==> config.mk <==
export PLATFORM = sky130hd
export DESIGN_NAME = memwb_stage
export DESIGN_NICKNAME = d
export VERILOG_FILES = /design/src/rtl/memwb_stage.sv
export SDC_FILE = /design/constraint.sdc
export NUM_CORES = 1
export LEC_CHECK = 0
export ABC_CLOCK_PERIOD_IN_PS = 4900
export CAP_MARGIN = 20
export CORE_MARGIN = 3
export CORE_UTILIZATION = 41
export CTS_BUF_LIST = sky130_fd_sc_hd__clkbuf_8
export DETAILED_ROUTE_END_ITERATION = 8
export DONT_BUFFER_PORTS = 1
export GPL_TIMING_DRIVEN = 0
export PLACE_DENSITY = 0.67
export SYNTH_ARGS = -nofsm -noshare
export SYNTH_HDL_FRONTEND = slang
export SYNTH_SLANG_ARGS = --single-unit
==> constraint.sdc <==
create_clock -name clk_in -period 4.9 [get_ports clk_in]
set_input_delay 0.98 -clock clk_in [delete_from_list [all_inputs] [get_ports clk_in]]
set_output_delay 0.98 -clock clk_in [all_outputs]
set_load 0.05 [all_outputs]
==> src/rtl/memwb_stage.sv <==
// MEM/WB stage: load-data extraction, write-back select, 2-entry skid buffer, x0 suppression.
// Latency: 1 cycle from accept to valid_out when the write-back side is not stalled.
// Backpressure: ready_out is a flop (low only while the skid entry is full); no path from ready_in.
module memwb_stage #(
  parameter int WIDTH = 32,
  parameter int INDEX = 5,
  parameter int OFFW  = $clog2(WIDTH / 8)
) (
  input  logic             clk_in,
  input  logic             rst_in,
  input  logic             flush_in,
  input  logic             valid_in,
  output logic             ready_out,
  input  logic             mem_to_reg_in,
  input  logic             reg_write_in,
  input  logic [INDEX-1:0] rd_in,
  input  logic [2:0]       funct3_in,
  input  logic [OFFW-1:0]  addr_off_in,
  input  logic [WIDTH-1:0] data_mem_in,
  input  logic [WIDTH-1:0] alu_res_in,
  output logic             valid_out,
  input  logic             ready_in,
  output logic             reg_write_out,
  output logic [INDEX-1:0] rd_out,
  output logic [WIDTH-1:0] wb_data_out,
  output logic             fwd_valid_out,
  output logic [INDEX-1:0] fwd_rd_out,
  output logic [WIDTH-1:0] fwd_data_out
);

  localparam logic [2:0] F3_LB  = 3'b000;
  localparam logic [2:0] F3_LH  = 3'b001;
  localparam logic [2:0] F3_LW  = 3'b010;
  localparam logic [2:0] F3_LD  = 3'b011;
  localparam logic [2:0] F3_LBU = 3'b100;
  localparam logic [2:0] F3_LHU = 3'b101;
  localparam logic [2:0] F3_LWU = 3'b110;

  // Main entry (drives outputs) and skid entry (overflow while stalled).
  logic             m_vld;
  logic             m_wr;
  logic [INDEX-1:0] m_rd;
  logic [WIDTH-1:0] m_dat;
  logic             s_vld;
  logic             s_wr;
  logic [INDEX-1:0] s_rd;
  logic [WIDTH-1:0] s_dat;
  logic             rdy_q;

  logic [OFFW-1:0]  off_h;
  logic [OFFW-1:0]  off_w;
  logic [WIDTH-1:0] sh_b;
  logic [WIDTH-1:0] sh_h;
  logic [WIDTH-1:0] sh_w;
  logic [WIDTH-1:0] load_dat;
  logic [WIDTH-1:0] sel_dat;
  logic             accept;

  // Align the addressed lane to bit 0; sub-lane offset bits are masked so
  // misaligned halves/words read their naturally aligned container.
  always_comb begin
    off_h = addr_off_in & ~OFFW'(1);
    off_w = addr_off_in & ~OFFW'(3);
    sh_b  = data_mem_in >> {addr_off_in, 3'b000};
    sh_h  = data_mem_in >> {off_h, 3'b000};
    sh_w  = data_mem_in >> {off_w, 3'b000};
  end

  // Size/sign extension by funct3; codes not defined for this WIDTH pass the raw word.
  always_comb begin
    load_dat = data_mem_in;
    case (funct3_in)
      F3_LB:  load_dat = WIDTH'($signed(sh_b[7:0]));
      F3_LH:  load_dat = WIDTH'($signed(sh_h[15:0]));
      F3_LW:  begin
        if (WIDTH == 64) load_dat = WIDTH'($signed(sh_w[31:0]));
        else             load_dat = data_mem_in;
      end
      F3_LBU: load_dat = WIDTH'(sh_b[7:0]);
      F3_LHU: load_dat = WIDTH'(sh_h[15:0]);
      F3_LWU: begin
        if (WIDTH == 64) load_dat = WIDTH'(sh_w[31:0]);
        else             load_dat = data_mem_in;
      end
      F3_LD:  load_dat = data_mem_in;
      default: load_dat = data_mem_in;
    endcase
  end

  // Result is resolved before capture so both entries store final write-back data.
  always_comb begin
    sel_dat = mem_to_reg_in ? load_dat : alu_res_in;
    accept  = valid_in && rdy_q;
  end

  // Entry movement: skid drains first, then direct capture into main, else overflow to skid.
  always_ff @(posedge clk_in) begin
    if (rst_in) begin
      m_vld <= 1'b0;
      m_wr  <= 1'b0;
      m_rd  <= '0;
      m_dat <= '0;
      s_vld <= 1'b0;
      s_wr  <= 1'b0;
      s_rd  <= '0;
      s_dat <= '0;
      rdy_q <= 1'b1;
    end else if (flush_in) begin
      m_vld <= 1'b0;
      s_vld <= 1'b0;
      rdy_q <= 1'b1;
    end else if (s_vld && ready_in) begin
      m_vld <= 1'b1;
      m_wr  <= s_wr;
      m_rd  <= s_rd;
      m_dat <= s_dat;
      s_vld <= 1'b0;
      rdy_q <= 1'b1;
    end else if (accept && (!m_vld || ready_in)) begin
      m_vld <= 1'b1;
      m_wr  <= reg_write_in;
      m_rd  <= rd_in;
      m_dat <= sel_dat;
    end else if (accept) begin
      s_vld <= 1'b1;
      s_wr  <= reg_write_in;
      s_rd  <= rd_in;
      s_dat <= sel_dat;
      rdy_q <= 1'b0;
    end else if (ready_in) begin
      m_vld <= 1'b0;
    end
  end

  // Writes to x0 are never qualified; the forwarding tap sees exactly what the register file sees.
  always_comb begin
    ready_out     = rdy_q;
    valid_out     = m_vld;
    rd_out        = m_rd;
    wb_data_out   = m_dat;
    reg_write_out = m_vld && m_wr && (m_rd != '0);
    fwd_valid_out = reg_write_out;
    fwd_rd_out    = m_rd;
    fwd_data_out  = m_dat;
  end

endmodule

# ---- Yosys cells after proc, flatten, opt, wreduce, memory -nomap -nowiden
# Cells that the tools add are included.
dict set report totals {
  register_bits 79
  latch_bits 0
  mem_bits_rw 0
  mem_bits_ro 0
  out_inout_bits 78
  elab_cells 47
  mem_count 0
}
dict set report op_classes {
  add_sub_neg 0
  multipliers 0
  div_mod_pow 0
  n_lt_le_gt_ge 0
  n_eq_ne 4
  shifts 2
  n_mux 12
  bitwise_logic 3
  reduce_logical 17
}
# cell count
set op_table {}
lappend op_table {{32-bit one-hot mux with 4 select lines} 1}
lappend op_table {{32-bit two-way mux} 3}
lappend op_table {{32-bit by 5-bit >> shifter with 16-bit output} 1}
lappend op_table {{32-bit by 5-bit >> shifter with 8-bit output} 1}
lappend op_table {{5-bit two-way mux} 2}
lappend op_table {{3-bit equality test (second input constant)} 2}
lappend op_table {{1-bit two-way mux} 6}
lappend op_table {{2-bit AND reduction} 3}
lappend op_table {{1-bit logical AND} 5}
lappend op_table {{5-bit nonzero test} 1}
lappend op_table {{4-bit AND reduction} 1}
lappend op_table {{3-bit by 1-bit equality test with 1-bit output (second input constant)} 1}
lappend op_table {{3-bit zero test} 1}
lappend op_table {{3-bit by 1-bit inequality test with 1-bit output (second input constant)} 1}
lappend op_table {{1-bit NOT} 3}
lappend op_table {{3-bit nonzero test} 1}
lappend op_table {{3-bit OR reduction} 1}
lappend op_table {{2-bit nonzero test} 1}
lappend op_table {{2-bit OR reduction} 1}
lappend op_table {{1-bit zero test} 1}
lappend op_table {{1-bit logical OR} 1}

# ---- Longest topological paths before layout
dict set report logic_depth {
  word_depth 5
  depth_mapped 8
  depth_no_buf 5
}

# ---- Worst setup path before layout
# Ideal clock, no wire load.
dict set report synth_timing {
  kind {flip-flop to output port}
  start {register m_rd[4], in the netlist fwd_rd_out[4]}
  end {output port reg_write_out}
  t_arrival_ps 1657
  path_slack_ps 2263
  stages_incl_launch_ff 4
  path_buffers 1
  cell_sequence {dfxtp_1 or3_1 o311a_1 buf_4}
}
dict set report synth_between {
  elab_chain_cells 2
}
# item line
set synth_lines {}
lappend synth_lines {{start, declared} 42} ;# logic [INDEX-1:0] m_rd;
lappend synth_lines {{start signal, assigned} 115} ;# m_rd <= s_rd;
lappend synth_lines {{start signal, assigned} 122} ;# m_rd <= rd_in;
lappend synth_lines {{5-bit nonzero test} 141} ;# reg_write_out = m_vld && m_wr && (m_rd != '0);
lappend synth_lines {{1-bit logical AND} 141}
lappend synth_lines {{end, declared} 23} ;# output logic reg_write_out,
# Every way passes these cells.

# ---- Worst setup path after layout
# Ends and elaborated chain as after synthesis.

==> impl_metrics.env <==
export IMPL_initial_core_util_pct=42.50
export IMPL_fin_crit_sh_pct=62.80
export IMPL_cp_slowest_cell="dfxtp_1"
export IMPL_ys_seq_area_share_pct=33.88
export IMPL_grt_max_degree=16
export IMPL_cts_num_sinks=79
export IMPL_setup_tns_ns=0
export IMPL_rows=38
export IMPL_p_int_mw=0.9863
export IMPL_cts_buffer_depth=2
export IMPL_syn_nets=718
export IMPL_p_sw_mw=0.5919
export IMPL_synthArstFlopShare_pct=0
export IMPL_swShare_pct=37.51
export IMPL_clk_pin_slew_ns=0.09
export IMPL_reg2reg_to="s_dat[14]"
export IMPL_syn_inst=637
export IMPL_crit_path_start_kind="flop"
export IMPL_synth_cell_type_count=43
export IMPL_worst_pin_slew_ns=0.7209
export IMPL_grt_pass1_wl_um=24620
export IMPL_hold_buffers=0
export IMPL_post_cts_setup_buffers=0
export IMPL_die_h_um=112.7
export IMPL_max_freq_ghz=0.3250
export IMPL_gp_congestion=0.9143
export IMPL_p_per_area_nw_per_um2=313.5
export IMPL_maxSlewHeadroom_pct=51.68
export IMPL_htree_num_levels=3
export IMPL_worstPathRequired_ns=3.92
export IMPL_crit_chain="or3_1 -> o311a_1 -> buf_4"
export IMPL_drtIter0Drc=520
export IMPL_drc_errors=0
export IMPL_crit_fanout=4
export IMPL_ys_warnings_count=0
export IMPL_synth_edff_count=0
export IMPL_critPathKind="flop to primary output"
export IMPL_cts_root_buf="clkbuf_8"
export IMPL_ios=159
export IMPL_clock_skew_ns=0.008351
export IMPL_seqPwrFrac_pct=48.5
export IMPL_core_area_um2=10980
export IMPL_pwr_share_clk_pct=30.2
export IMPL_clock_latency_ns=0.36
export IMPL_p_leak_nw=1.862
export IMPL_vias_per_cell=6.082
export IMPL_synth_flop_cell="dfxtp_1"
export IMPL_wl_um=15750
export IMPL_grt_pass1_vias=4521
export IMPL_slew_violations=0
export IMPL_ctsResizeCount=0
export IMPL_end_kind="primary output"
export IMPL_ant_nets=0
export IMPL_cts_buffers=9
export IMPL_combPwrFrac_pct=21.3
export IMPL_firstDrtPassIters=5
export IMPL_drive_above_1_share_pct=11.94
export IMPL_vdd_drop_max_v=0.0001403
export IMPL_arrival_ns=2.10
export IMPL_finalNonFillerCells=793
export IMPL_final_core_util_pct=45.83
export IMPL_die_area_um2=12700
export IMPL_whs_ns=0.4572
export IMPL_antenna_found_initial=0
export IMPL_vias=4823
export IMPL_grt_use_total_pct=24.22
export IMPL_dpl_worst_slack_ns=2.087
export IMPL_place_hpwl_um=12070
export IMPL_syn_cell_area_um2=4668
export IMPL_min_period_ns=3.077
export IMPL_synth_avg_cell_area_um2=7.328
export IMPL_hold_violations=0
export IMPL_ys_seq_elements=79
export IMPL_cts_tree="done"
export IMPL_r2r_cells=5
export IMPL_grt_setup_unrepaired="no"
export IMPL_fin_nets=729
export IMPL_worstHoldPathType="flop to flop"
export IMPL_grt_overflow=0
export IMPL_fill_cells=1098
export IMPL_startpoint="fwd_rd_out[4]"
export IMPL_r2r_setup_slack_ns=2.30
export IMPL_area_growth_pct=7.826
export IMPL_cap_violations=0
export IMPL_setup_viol=0
export IMPL_place_inst=777
export IMPL_dieWidth_um=112.7
export IMPL_numPortBuffers=0
export IMPL_status="finished clean"
export IMPL_antenna_cells=0
export IMPL_worst_slack_ns=1.823
export IMPL_cpPeakStageDelay_ns=0.50
export IMPL_reg2reg_from="ready_out"
export IMPL_worstSetupEndpoint="reg_write_out"
export IMPL_wl_per_cell_um=19.86
-- cells in the final DEF, fill, tap and decap left out, types with 2 or more instances in the layout --
cell type | synthesis | routed
nor2b_1 | 17 | 17
or3_1 | 2 | 2
a2bb2oi_1 | 7 | 7
o31a_1 | 16 | 16
o31ai_1 | 6 | 6
clkbuf_1 | 44 | 44
nor3_1 | 27 | 27
buf_4 | 38 | 38
o22ai_1 | 8 | 8
clkinv_4 | 0 | 2
a32o_1 | 7 | 7
nand2b_1 | 9 | 9
a21oi_1 | 43 | 43
buf_1 | 4 | 4
a311oi_1 | 21 | 21
nor3b_1 | 3 | 3
or3b_2 | 9 | 9
nor4_1 | 15 | 15
nor2_1 | 79 | 79
buf_2 | 5 | 5
inv_1 | 2 | 2
a211oi_1 | 24 | 24
a31oi_1 | 18 | 18
o211ai_1 | 2 | 2
buf_6 | 3 | 3
clkinvlp_4 | 0 | 2
nand3b_1 | 2 | 2
clkbuf_8 | 0 | 10
dfxtp_1 | 79 | 79
nand3_1 | 3 | 3
nand2_1 | 127 | 127
mux2i_1 | 3 | 3
-- cell families (layout without fill, tap and decap cells) --
kind of cell / count (synthesis) / after routing / synth area share [%]
AO/OA/AOI/OAI: 159 / 159 / 24.44
AND/OR/NAND/NOR: 297 / 297 / 28.81
flip-flops: 79 / 79 / 33.88
multiplexers: 5 / 5 / 1.367
buffers and inverters: 97 / 113 / 11.50
-- worst min path at each step --
stage,to,cells past startpoint,slack (ns),start
after floorplan,s_dat[7],2,0.43,s_dat[7]
after global placement,s_dat[7],2,0.44,s_dat[7]
after detailed placement,s_dat[7],2,0.44,s_dat[7]
after CTS,s_dat[7],2,0.46,s_dat[7]
after global routing,s_dat[7],2,0.47,s_dat[7]
final,s_dat[7],2,0.46,s_dat[7]
-- critical path, delay by kind of cell (launching register included) --
kind / cells / cell delay (ns)
buf+inv: 1 / 0.28
flops: 1 / 0.50
simple gates: 1 / 0.45
compound gates: 1 / 0.50
-- area by class of cell --
cell class,instances,area (um^2),area share [%]
clock buffers,10,137.6,2.734
flip-flops and latches,79,1582,31.42
plain buffers,95,529.3,10.51
inverters,2,7.507,0.1491
well taps,140,175.2,3.480
multi-input cells,461,2550,50.66
clock inverters,6,52.55,1.044
-- cells in the mapped netlist, types with 2 or more instances --
cell | n | area [um^2]
nand2_1 | 127 | 476.7
buf_4 | 38 | 285.3
a311oi_1 | 21 | 183.9
a2bb2oi_1 | 7 | 61.31
nand3b_1 | 2 | 15.01
dfxtp_1 | 79 | 1582
nand3_1 | 3 | 15.01
nor2_1 | 79 | 296.5
nor2b_1 | 17 | 106.4
or3b_2 | 9 | 78.83
or3_1 | 2 | 12.51
clkbuf_1 | 44 | 165.2
o31ai_1 | 6 | 45.04
mux2i_1 | 3 | 30.03
a21oi_1 | 43 | 215.2
buf_6 | 3 | 33.78
nor4_1 | 15 | 93.84
a32o_1 | 7 | 70.07
inv_1 | 2 | 7.510
a211oi_1 | 24 | 180.2
a31oi_1 | 18 | 112.6
nor3_1 | 27 | 135.1
o22ai_1 | 8 | 50.05
nand2b_1 | 9 | 56.30
o211ai_1 | 2 | 15.01
buf_2 | 5 | 25.02
o31a_1 | 16 | 140.1
buf_1 | 4 | 15.01
nor3b_1 | 3 | 22.52
-- through the flow --
stage / total power [mW] / instance area [um^2]
2_1_floorplan: 1.054 / 4668
3_3_place_gp: 1.109 / 4843
3_5_place_dp: 1.114 / 4843
4_1_cts: 1.580 / 5034
5_1_grt: 1.640 / 5034
6_report: 1.578 / 5034
-- routing by layer --
layer	GRT usage [%]	wire length, um	up-vias
met5	0	0	-
met4	7.692	381	0
met1	33.12	6597	2279
li1	-	-	2251
met2	37.40	7104	262
met3	6.364	1665	31
-- sequential cells by signal (all words and copies together) (netlist names), 5 cells and up --
| name | count |
|---|---|
| s_rd | 5 |
| fwd_data_out | 32 |
| fwd_rd_out | 5 |
| s_dat | 32 |
-- power groups by stage --
stage	registers [mW]	clock network (mW)	logic (mW)
after floorplan	0.773	0	0.281
after global placement	0.780	0	0.329
after detailed placement	0.781	0	0.333
after CTS	0.766	0.480	0.334
after global routing	0.769	0.507	0.364
final	0.765	0.476	0.337
Note: power is estimated with default switching activity, not from simulation.
